$ cat config.mk
export PLATFORM = sky130hd
export DESIGN_NAME = fpu_dispatch
export DESIGN_NICKNAME = d
export VERILOG_FILES = /design/src/rtl/fpu_dispatch.sv
export SDC_FILE = /design/constraint.sdc
export NUM_CORES = 1
export LEC_CHECK = 0
export BUFFER_PORTS_ARGS = -buffer_cell sky130_fd_sc_hd__buf_2
export CAP_MARGIN = 20
export CORE_MARGIN = 2
export CORE_UTILIZATION = 40
export DETAILED_ROUTE_END_ITERATION = 8
export PLACE_DENSITY = 0.72
export SLEW_MARGIN = 30
export SYNTH_ARGS = -nofsm -noshare
export SYNTH_HDL_FRONTEND = slang
export SYNTH_SLANG_ARGS = --single-unit
$ cat constraint.sdc
create_clock -name sys_clk -period 1.65 [get_ports sys_clk]
set_clock_uncertainty 0.15 [all_clocks]
set_input_delay 0.0825 -clock sys_clk [delete_from_list [all_inputs] [get_ports sys_clk]]
set_output_delay 0.0825 -clock sys_clk [all_outputs]
set_load 0.005 [all_outputs]
$ cat src/rtl/fpu_dispatch.sv
// Issue/collect front end for fixed-latency FPU units: reserves each unit's
// writeback cycle in a latency-indexed slot pipeline and returns tagged results.
module fpu_dispatch #(
    parameter int LAT0 = 1,
    parameter int LAT1 = 1,
    parameter int LAT2 = 3,
    parameter int LAT3 = 4
) (
    input  logic        sys_clk,
    input  logic        rstn,
    input  logic        req_valid,
    output logic        req_ready,
    input  logic [1:0]  req_op,
    input  logic [31:0] req_x1,
    input  logic [31:0] req_x2,
    input  logic [4:0]  req_rd,
    output logic [3:0]  unit_valid,
    output logic [31:0] unit_x1,
    output logic [31:0] unit_x2,
    input  logic [31:0] u0_y,
    input  logic [31:0] u1_y,
    input  logic [31:0] u2_y,
    input  logic [31:0] u3_y,
    input  logic [3:0]  u_out_valid,
    output logic        wb_valid,
    output logic [31:0] wb_data,
    output logic [4:0]  wb_rd,
    output logic        proto_err
);

    localparam logic [2:0] L0 = 3'(LAT0);
    localparam logic [2:0] L1 = 3'(LAT1);
    localparam logic [2:0] L2 = 3'(LAT2);
    localparam logic [2:0] L3 = 3'(LAT3);

    // slot[i] describes the unit output expected i-1 cycles from now
    logic [8:1]      busy,  busy_n;
    logic [8:1][1:0] sunit, sunit_n;
    logic [8:1][4:0] srd,   srd_n;
    logic [9:1]      busy_ext;

    logic [2:0]  req_lat;
    logic [3:0]  chk_idx, wr_idx;
    logic        accept;
    logic [3:0]  exp_mask;
    logic        hit, missing, spurious;
    logic [31:0] y_sel;
    logic [3:0]  rel_cnt;

    always_comb begin
        case (req_op)
            2'd0:    req_lat = L0;
            2'd1:    req_lat = L1;
            2'd2:    req_lat = L2;
            default: req_lat = L3;
        endcase
    end

    // slot[9] does not exist; it reads as free so the longest latency is legal
    assign busy_ext  = {1'b0, busy};
    assign chk_idx   = {1'b0, req_lat} + 4'd2;
    assign wr_idx    = {1'b0, req_lat} + 4'd1;
    assign req_ready = rstn & ~busy_ext[chk_idx];
    assign accept    = req_valid & req_ready;

    always_comb begin
        busy_n  = {1'b0, busy[8:2]};
        sunit_n = {2'b00, sunit[8:2]};
        srd_n   = {5'b00000, srd[8:2]};
        if (accept) begin
            busy_n[wr_idx]  = 1'b1;
            sunit_n[wr_idx] = req_op;
            srd_n[wr_idx]   = req_rd;
        end
    end

    always_comb begin
        case (sunit[1])
            2'd0:    y_sel = u0_y;
            2'd1:    y_sel = u1_y;
            2'd2:    y_sel = u2_y;
            default: y_sel = u3_y;
        endcase
    end

    assign exp_mask = busy[1] ? (4'b0001 << sunit[1]) : 4'b0000;
    assign hit      = |(u_out_valid & exp_mask);
    assign missing  = busy[1] & ~hit;
    // stray outputs from operations discarded by reset are ignored for 8 cycles
    assign spurious = rel_cnt[3] & (|(u_out_valid & ~exp_mask));

    always_ff @(posedge sys_clk) begin
        if (!rstn) begin
            busy       <= '0;
            sunit      <= '0;
            srd        <= '0;
            unit_valid <= 4'b0000;
            unit_x1    <= 32'h0;
            unit_x2    <= 32'h0;
            wb_valid   <= 1'b0;
            wb_data    <= 32'h0;
            wb_rd      <= 5'h0;
            proto_err  <= 1'b0;
            rel_cnt    <= 4'd0;
        end else begin
            busy       <= busy_n;
            sunit      <= sunit_n;
            srd        <= srd_n;
            unit_valid <= accept ? (4'b0001 << req_op) : 4'b0000;
            if (accept) begin
                unit_x1 <= req_x1;
                unit_x2 <= req_x2;
            end
            wb_valid <= busy[1];
            if (busy[1]) begin
                wb_data <= hit ? y_sel : 32'h0;
                wb_rd   <= srd[1];
            end
            if (missing | spurious) proto_err <= 1'b1;
            if (!rel_cnt[3]) rel_cnt <= rel_cnt + 4'd1;
        end
    end

endmodule

==> results of run 1 <==
## worst max path at each step
stage	startpoint	to	slack [ns]	cells after the start
finish	busy[3]	unit_x1[20]	-0.02	6
detailed placement	busy[3]	unit_x2[28]	-0.04	6
global placement	busy[3]	unit_x1[2]	0.02	6
global route	busy[3]	unit_x1[7]	-0.08	6
floorplan	busy[3]	unit_x1[0]	0.02	7
CTS	busy[3]	unit_x2[28]	-0.04	6
## layout make-up
class | instances | area (sq um) | share of cell area
diodes | 1 | 2.50 | 0.000230
well taps | 225 | 282 | 0.0258
multi-input cells | 390 | 3180 | 0.292
clock inverters | 12 | 123 | 0.0113
repair buffers | 483 | 3330 | 0.306
flip-flops and latches | 175 | 3510 | 0.322
inverters | 3 | 11.3 | 0.00103
clock buffers | 20 | 457 | 0.0419
## logic make-up after synthesis
kind of cell    synth area share
other cells             0.000540
flops                      0.504
buf+inv                   0.0470
fa+ha+maj                0.00180
mux                        0.219
compound gates            0.0482
xor+xnor                 0.00252
simple gates               0.177
## worst min-delay path: stages
cell	delay (ns)
buf_2	0.07
mux4_2	0.22
nand2_1	0.05
o21ai_0	0.13
## power breakdown
part           total, mW  internal (mW)  switching, mW
clock network       3.92           2.19           1.73
registers           4.46           4.39         0.0724
logic               1.30          0.800          0.504
## layer usage
metal / vias to the layer above / share of wire
met5: - / 0.00042
met4: 2 / 0.035
met3: 64 / 0.060
met2: 251 / 0.51
met1: 2981 / 0.39
li1: 3010 / -
## timing repair
| action | 4_1_cts | 5_1_grt |
|---|---|---|
| setup buffers | 0 | 2 |
| hold buffers | 133 | 0 |
| hold endpoints to repair | 122 | 0 |
| endpoints found under the setup margin | 44 | 60 |
| gates cloned | 0 | 3 |
| resized for setup | 3 | 6 |
## cell usage in the layout (no fill, tap or decap), types with 2 or more instances in the layout
| cell type | instances |
|---|---|
| conb_1 | 8 |
| o21ai_0 | 32 |
| o21a_1 | 6 |
| dlygate4sd3_1 | 133 |
| dfxtp_2 | 2 |
| nand3_1 | 2 |
| nor2b_1 | 78 |
| and2_1 | 35 |
| clkinv_4 | 3 |
| mux2i_1 | 75 |
| clkinvlp_4 | 2 |
| dfxtp_1 | 172 |
| clkbuf_8 | 2 |
| and3_1 | 2 |
| buf_4 | 28 |
| inv_1 | 2 |
| a31oi_1 | 3 |
| o211ai_1 | 2 |
| clkbuf_16 | 20 |
| inv_6 | 4 |
| xnor2_1 | 2 |
| nand2_1 | 56 |
| a21boi_0 | 10 |
| buf_2 | 312 |
| buf_12 | 5 |
| mux4_2 | 33 |
| nor2_1 | 4 |
| buf_16 | 2 |
| mux2i_2 | 2 |
| nand3b_1 | 32 |
## registers in the layout (all words and copies together), names as in the netlist
signal,cells
wb_rd,5
wb_valid,1
busy,8
unit_valid,4
wb_data,32
proto_err,1
rel_cnt,4
unit_x1,32
sunit,16
unit_x2,32
srd,40
==> results_dict.tcl, run 1 <==
set metrics [dict create \
    rsz0062_at_grt "yes" \
    grt_pass1_vias 6373 \
    crit_slowest_cell "dfxtp_2" \
    synth_top_cells_by_count "dfxtp_1, mux2i_1, nor2b_1" \
    grt_pass1_wl_mm 31.7 \
    grt_max_degree 53 \
    antenna_left 0 \
    cp.arrival_ns 1.84 \
    end_kind "flip-flop" \
    irDropWorstVdd_mv 0.890 \
    dp.cells 1138 \
    cap_violations 0 \
    met3_usage 0.0634 \
    clk_latency_ns 0.42 \
    holdWs_ns 0.0166 \
    fmax_mhz 598 \
    cts_tree "built" \
    final.setup.worst_slack_ns -0.0223 \
    synth-seq-cells 175 \
    ys_types 32 \
    io_pins 314 \
    use_met2 0.383 \
    yosysMostFrequentCell "dfxtp_1" \
    worstHoldPathCells 4 \
    synth_cells 608 \
    drt-total-wl_mm 21.5 \
    setup_viol 5 \
    hp-start "u3_y[11]" \
    final_nets 1277 \
    dr.pass1.iters 8 \
    outcome "finished, violations left" \
    synth_top_area_cell "dfxtp_1" \
    worst_pin_slew_ns 0.813 \
    detail_route.wl_per_cell_microns 16.4 \
    dpl_worst_slack_ns -0.0365 \
    syn_area_sq_mm 0.00695 \
    via_count 6308 \
    ys_seq_area_frac 0.504 \
    worst-setup-path-type "reg2reg" \
    worst_setup_path_start_kind "flip-flop" \
    track_usage 0.222 \
    io_buffer_count 313 \
    antenna_found_initial 1 \
    cts-root-buf "clkbuf_16" \
    synth_edf_count 0 \
    rows 48 \
    p_leak_nw 5.12 \
    finalCoreUtilization 0.637 \
    min_to "wb_data[11]" \
    layout-drive-gt1-share 0.389 \
    fillers 1345 \
    relSlewSlack 0.456 \
    clockBufferDepth 2 \
    finalHoldViolCount 0 \
    syn_avg_cell_area_sq_um 11.4 \
    cts_sinks 175 \
    grt.busiest_layer "met2" \
    slew_viol_final 0 \
    dr.first_iter.drc_count 323 \
    worstPathCellList "and4bb_1 > a41oi_4 > buf_12 > buf_16 > mux2i_1 > nor2b_1" \
    gr-total-overflow 0 \
    post-route-drc-count 0 \
    async_flop_share 0 \
    path_max_fanout 12 \
    r2r_cells 6 \
    final_area_sq_mm 0.0109 \
    via_per_inst 4.82 \
    htree_levels 4 \
    start_util 0.406 \
    cts_buffers 17 \
    cp_slowest_stage_delay_ns 0.32 \
    crit_required_ns 1.82 \
    worstHoldPathType "in2reg" \
    fin_total_pwr_mw 9.69 \
    yosys_warnings 0 \
    violations "negative setup slack" \
    setup_tns_ns -0.0601 \
    r2r_end "unit_x1[20]" \
    place_area_sq_mm 0.00885 \
    die_h_microns 136 \
    core_area_sq_mm 0.0171 \
    fin_cells 1309 \
    grt_util_met1 0.252 \
    gp_congestion 0.853 \
    path_clk_slew_ns 0.07 \
    rrSetupSlack_ns -0.02 \
    crit_family "buffers and inverters" \
    ys_top_cells_by_area "dfxtp_1, mux2i_1, mux4_2, nor2b_1, nand3b_1" \
    power_density_mw_per_mm2 889 \
    hpwl_mm 13.4 \
    syn_to_final_growth_pct 56.8 \
    synth_top_flop_cell "dfxtp_1" \
    worst-path-buf-inv 2 \
    yosysTopAreaCellShare 0.504 \
    fin_crit_sh 1.01 \
    period_needed_ns 1.67 \
    r2r_start "busy[3]" \
    dieArea_sq_mm 0.0184 \
    die_x_microns 136 \
]
Power figures use the tool's default switching activity.
==> inputs of run 2 (changes only) <==
--- a/config.mk
+++ b/config.mk
@@ -10,6 +10,7 @@
 export CORE_MARGIN = 2
 export CORE_UTILIZATION = 40
 export DETAILED_ROUTE_END_ITERATION = 8
+export MAX_ROUTING_LAYER = met4
 export PLACE_DENSITY = 0.72
 export SLEW_MARGIN = 30
 export SYNTH_ARGS = -nofsm -noshare
==> run 2 against run 1 <==
  * The flow still finishes with violations (negative setup slack)
  * Core utilization about the same
  * Critical endpoint unchanged
  * Setup slack about the same
  * Critical path type unchanged
  * Cell count about the same
  * Largest power group unchanged
  * Total power about the same
  * Critical path depth unchanged
  * Wire length decreased by 0.15%
  * Fmax about the same
==> results_dict.tcl, run 2 (synthesis results as in run 1) <==
set metrics [dict create \
    outcome "finished, violations left" \
    violations "negative setup slack" \
    grt_pass1_vias 6376 \
    met3_usage 0.0619 \
    final.setup.worst_slack_ns -0.0227 \
    worst_setup_path_start_kind "flip-flop" \
    fin_total_pwr_mw 9.69 \
    min_to "wb_data[11]" \
    cts-root-buf "clkbuf_16" \
    die_x_microns 136 \
    hpwl_mm 13.4 \
    path_max_fanout 12 \
    regMostFlops "srd" \
    r2r_end "unit_x1[20]" \
    cp.arrival_ns 1.84 \
    htree_levels 4 \
    power_density_mw_per_mm2 889 \
    drt-total-wl_mm 21.5 \
    crit_required_ns 1.82 \
    relSlewSlack 0.455 \
    final_nets 1277 \
    layout-drive-gt1-share 0.389 \
    dr.pass1.iters 5 \
    setup_viol 5 \
    post-route-drc-count 0 \
    worstHoldPathCells 4 \
    gr-total-overflow 0 \
    end_kind "flip-flop" \
    grt.busiest_layer "met2" \
    regArea_sq_mm 0.00351 \
    dieArea_sq_mm 0.0184 \
    fillers 1344 \
    core_area_sq_mm 0.0171 \
    r2r_start "busy[3]" \
    hp-start "u3_y[11]" \
    irDropWorstVdd_mv 0.889 \
    via_count 6329 \
    track_usage 0.228 \
    grt_max_degree 53 \
    fmax_mhz 598 \
    io_buffer_count 313 \
    rsz0062_at_grt "yes" \
    cts_tree "built" \
    cap_violations 0 \
    r2r_cells 6 \
    clkPwrFrac 0.405 \
    dpl_worst_slack_ns -0.0365 \
    cts_sinks 175 \
    grt_util_met1 0.250 \
    dr.first_iter.drc_count 360 \
    layout_commonest_cell "buf_2" \
    slew_viol_final 0 \
    worst_pin_slew_ns 0.814 \
    cts_buffers 17 \
    multi_input_area_sq_mm 0.00318 \
    start_util 0.406 \
    comb_power_share 0.134 \
    finalHoldViolCount 0 \
    place_area_sq_mm 0.00885 \
    final_area_sq_mm 0.0109 \
    rows 48 \
    via_per_inst 4.83 \
    power.share.switching 0.238 \
    worst-setup-path-type "reg2reg" \
    clk_latency_ns 0.42 \
    largest_reg_flops 40 \
    syn_to_final_growth_pct 56.8 \
    use_met2 0.382 \
    final_cell_mix "buf_2, dfxtp_1, dlygate4sd3_1" \
    io_pins 314 \
    antenna_found_initial 1 \
    fin_crit_sh 1.01 \
    seqPwrFrac 0.460 \
    die_h_microns 136 \
    grt_pass1_wl_mm 31.6 \
    gp_congestion 0.872 \
    p_int_mw 7.38 \
    p_leak_nw 5.12 \
    detail_route.wl_per_cell_microns 16.4 \
    period_needed_ns 1.67 \
    worstHoldPathType "in2reg" \
    antenna_left 0 \
    rrSetupSlack_ns -0.02 \
    p_switching_mw 2.31 \
    path_clk_slew_ns 0.07 \
    clockBufferDepth 2 \
    setup_tns_ns -0.0627 \
]
## run 2: changes by cell type in the layout (fill, tap and decap cells not counted)
cell     delta
diode_2     +1
## run 2: cell type report
cell class	count	share of cell area
antenna	2	0.000459
clock buffer	20	0.0419
clock inverter	12	0.0113
inverter	3	0.00103
multi-input combinational	390	0.292
sequential	175	0.322
tap	225	0.0258
timing repair buffer	483	0.306
## run 2: layer usage
| metal | vias up | routed length, microns |
|---|---|---|
| li1 | 3005 | - |
| met2 | 263 | 11000 |
| met3 | 75 | 1290 |
| met1 | 2986 | 8320 |
| met4 | 0 | 867 |
| met5 | - | 0 |
## run 2: critical path: stages, from the launching register on
cell and delay, ns:
dfxtp_2 0.32, and4bb_1 0.21, a41oi_4 0.21, buf_12 0.19
buf_16 0.17, mux2i_1 0.23, nor2b_1 0.08
## run 2: how the worst max path moves through the flow
stage	endpoint	depth (start not counted)	slack (ns)	start
5_1_grt	unit_x1[7]	6	-0.08	busy[3]
4_1_cts	unit_x2[28]	6	-0.04	busy[3]
2_1_floorplan	unit_x1[0]	7	0.02	busy[3]
3_3_place_gp	unit_x1[2]	6	0.02	busy[3]
6_report	unit_x1[20]	6	-0.02	busy[3]
3_5_place_dp	unit_x2[28]	6	-0.04	busy[3]
## run 2: per-stage QoR
stage / util / hold WS [ns] / instances
2_1_floorplan: - / 0.00488 / 615
3_3_place_gp: 0.517 / 0.182 / 1138
3_5_place_dp: 0.517 / 0.193 / 1138
4_1_cts: 0.630 / 0.000182 / 1303
5_1_grt: 0.637 / 0.0242 / 1309
6_report: 0.637 / 0.0171 / 1310
## run 2: timing repair
| action | CTS | global route |
|---|---|---|
| resized for setup | 3 | 6 |
| endpoints found under the hold margin | 122 | 0 |
| hold buffers | 133 | 0 |
| buffers inserted | 0 | 2 |
| cloned | 0 | 3 |
| setup endpoints to repair | 44 | 61 |
## run 2: power by group through the flow
stage,combinational (mW),clock [mW],sequential [mW]
global route,1.40,4.19,4.47
CTS,1.24,4.04,4.46
global placement,0.967,0,4.55
finish,1.30,3.93,4.46
detailed placement,0.988,0,4.55
floorplan,0.521,0,4.55
==> inputs of run 3 (changes only) <==
--- a/config.mk
+++ b/config.mk
@@ -11,7 +11,7 @@
 export CORE_UTILIZATION = 40
 export DETAILED_ROUTE_END_ITERATION = 8
 export MAX_ROUTING_LAYER = met4
-export PLACE_DENSITY = 0.72
+export PLACE_DENSITY = 0.7
 export SLEW_MARGIN = 30
 export SYNTH_ARGS = -nofsm -noshare
 export SYNTH_HDL_FRONTEND = slang
==> constraint.sdc (replaced) <==
create_clock -name sys_clk -period 1.6 [get_ports sys_clk]
set_clock_uncertainty 0.15 [all_clocks]
set_input_delay 0.08 -clock sys_clk [delete_from_list [all_inputs] [get_ports sys_clk]]
set_output_delay 0.08 -clock sys_clk [all_outputs]
set_load 0.005 [all_outputs]
==> run 3 against run 2 <==
  * The run still ends with negative setup slack left
  * Highest routed layer unchanged
  * Largest cell class unchanged
  * Via count up 1.1%
  * Design area is 2.6% higher
  * Core utilization increased by 1.7 points
  * Total power increased by 3.5%
  * Largest power group unchanged
  * First-iteration DRC count shrank 15%
  * Fmax grew 0.35%
  * Critical path depth stayed put
  * Clock power rose by 2%
  * Count of clock-buffer cells in the layout down 1
  * Combinational power increased by 11%
==> results_dict.tcl, run 3 (synthesis results as in run 1) <==
set metrics [dict create \
    outcome "finished, violations left" \
    violations "negative setup slack" \
    io_pins 314 \
    cts_sinks 175 \
    gp_congestion 0.819 \
    holdWs_ns 0.00165 \
    gr-total-overflow 0 \
    cap_violations 0 \
    worst-setup-path-type "reg2reg" \
    final_nets 1285 \
    grt_max_degree 107 \
    cts_tree "built" \
    irDropWorstVdd_mv 1.03 \
    p_switching_mw 2.41 \
    via_count 6401 \
    clkPwrFrac 0.398 \
    cts_buffers 17 \
    grt_pass1_vias 6308 \
    largest_reg_flops 40 \
    cts-root-buf "clkbuf_16" \
    setup_viol 50 \
    comb_power_share 0.143 \
    via_per_inst 4.86 \
    grt_pass1_wl_mm 31.1 \
    finalHoldViolCount 0 \
    final.setup.worst_slack_ns -0.0669 \
    drt-total-wl_mm 21.5 \
    dr.pass1.iters 5 \
    seqPwrFrac 0.458 \
    period_needed_ns 1.67 \
    rows 48 \
    power.share.switching 0.241 \
    final_cell_mix "buf_2, dfxtp_1, dlygate4sd3_1" \
    rsz0062_at_grt "yes" \
    worstHoldPathType "in2reg" \
    post-route-drc-count 0 \
    place_area_sq_mm 0.00892 \
    dr.first_iter.drc_count 306 \
    htree_levels 4 \
    antenna_left 0 \
    power_density_mw_per_mm2 897 \
    p_leak_nw 5.23 \
    end_kind "flip-flop" \
    track_usage 0.223 \
    worst_setup_path_start_kind "flip-flop" \
    crit_required_ns 1.75 \
    layout_commonest_cell "buf_2" \
    p_int_mw 7.61 \
    syn_to_final_growth_pct 60.9 \
    fin_crit_sh 1.04 \
    cp.arrival_ns 1.82 \
    antenna_found_initial 2 \
    path_clk_slew_ns 0.07 \
    io_buffer_count 313 \
    start_util 0.406 \
    core_area_sq_mm 0.0171 \
    hpwl_mm 13.4 \
    die_h_microns 136 \
    regMostFlops "srd" \
    final_area_sq_mm 0.0112 \
    layout-drive-gt1-share 0.429 \
    path_max_fanout 13 \
    clockBufferDepth 2 \
    fmax_mhz 600 \
    clk_latency_ns 0.42 \
    detail_route.wl_per_cell_microns 16.3 \
    dieArea_sq_mm 0.0184 \
    slew_viol_final 0 \
    die_x_microns 136 \
]
-- run 3: repair_timing --
action,4_1_cts,5_1_grt
endpoints found under the setup margin,24,94
pin swaps,0,6
buffers inserted,0,2
hold endpoints to repair,106,3
hold buffers,135,3
resized for setup,2,99
cloned,0,3
-- run 3: through the flow --
stage / setup slack, ns / instances / TNS (ns) / util / power [mW]
2_1_floorplan: -0.0201 / 615 / -1.20 / - / 5.23
3_3_place_gp: 0.0183 / 1142 / 0 / 0.521 / 5.71
3_5_place_dp: -0.0376 / 1142 / -0.0972 / 0.521 / 5.73
4_1_cts: -0.0553 / 1308 / -0.273 / 0.634 / 10.0
5_1_grt: -0.144 / 1317 / -7.13 / 0.653 / 10.4
6_report: -0.0669 / 1317 / -1.58 / 0.653 / 10.0
-- run 3: per-layer routing --
metal / vias up / GRT usage / share of wire
li1: 3021 / - / -
met1: 3026 / 0.254 / 0.39
met2: 261 / 0.361 / 0.50
met3: 93 / 0.0611 / 0.063
met4: 0 / 0.113 / 0.044
met5: - / - / 0
-- run 3: final cells by class --
type                            instances  area, sq um
Clock inverter                         12          125
Tap cell                              225          282
Timing Repair Buffer                  491         3430
Sequential cell                       175         3510
Clock buffer                           19          443
Multi-Input combinational cell        390         3370
Antenna cell                            2         5.00
Fill cell                            1296         5940
Inverter                                3         15.0
-- run 3: worst paths after layout --
| kind | endpoint | startpoint | cells after the start | slack, ns |
|---|---|---|---|---|
| worst max-delay path | unit_x1[3] | busy[3] | 6 | -0.07 |
| worst min-delay path | wb_data[30] | u0_y[30] | 4 | 0.002 |
| worst min register to register | busy[7] | busy[8] | 1 | 0.28 |
| worst max register to register | unit_x1[3] | busy[3] | 6 | -0.07 |
-- run 3: critical path: stages, from the launching register on --
cell      delay, ns
dfxtp_2        0.32
and4bb_1       0.21
a41oi_4        0.20
buf_12         0.18
buf_12         0.17
mux2i_2        0.24
nor2b_1        0.07
-- run 3: power groups by stage --
stage / clock network, mW / registers [mW] / logic, mW
after floorplan: 0 / 4.69 / 0.538
after global placement: 0 / 4.69 / 1.03
after detailed placement: 0 / 4.69 / 1.04
after CTS: 4.11 / 4.59 / 1.31
after global routing: 4.28 / 4.61 / 1.54
final: 4.00 / 4.60 / 1.44
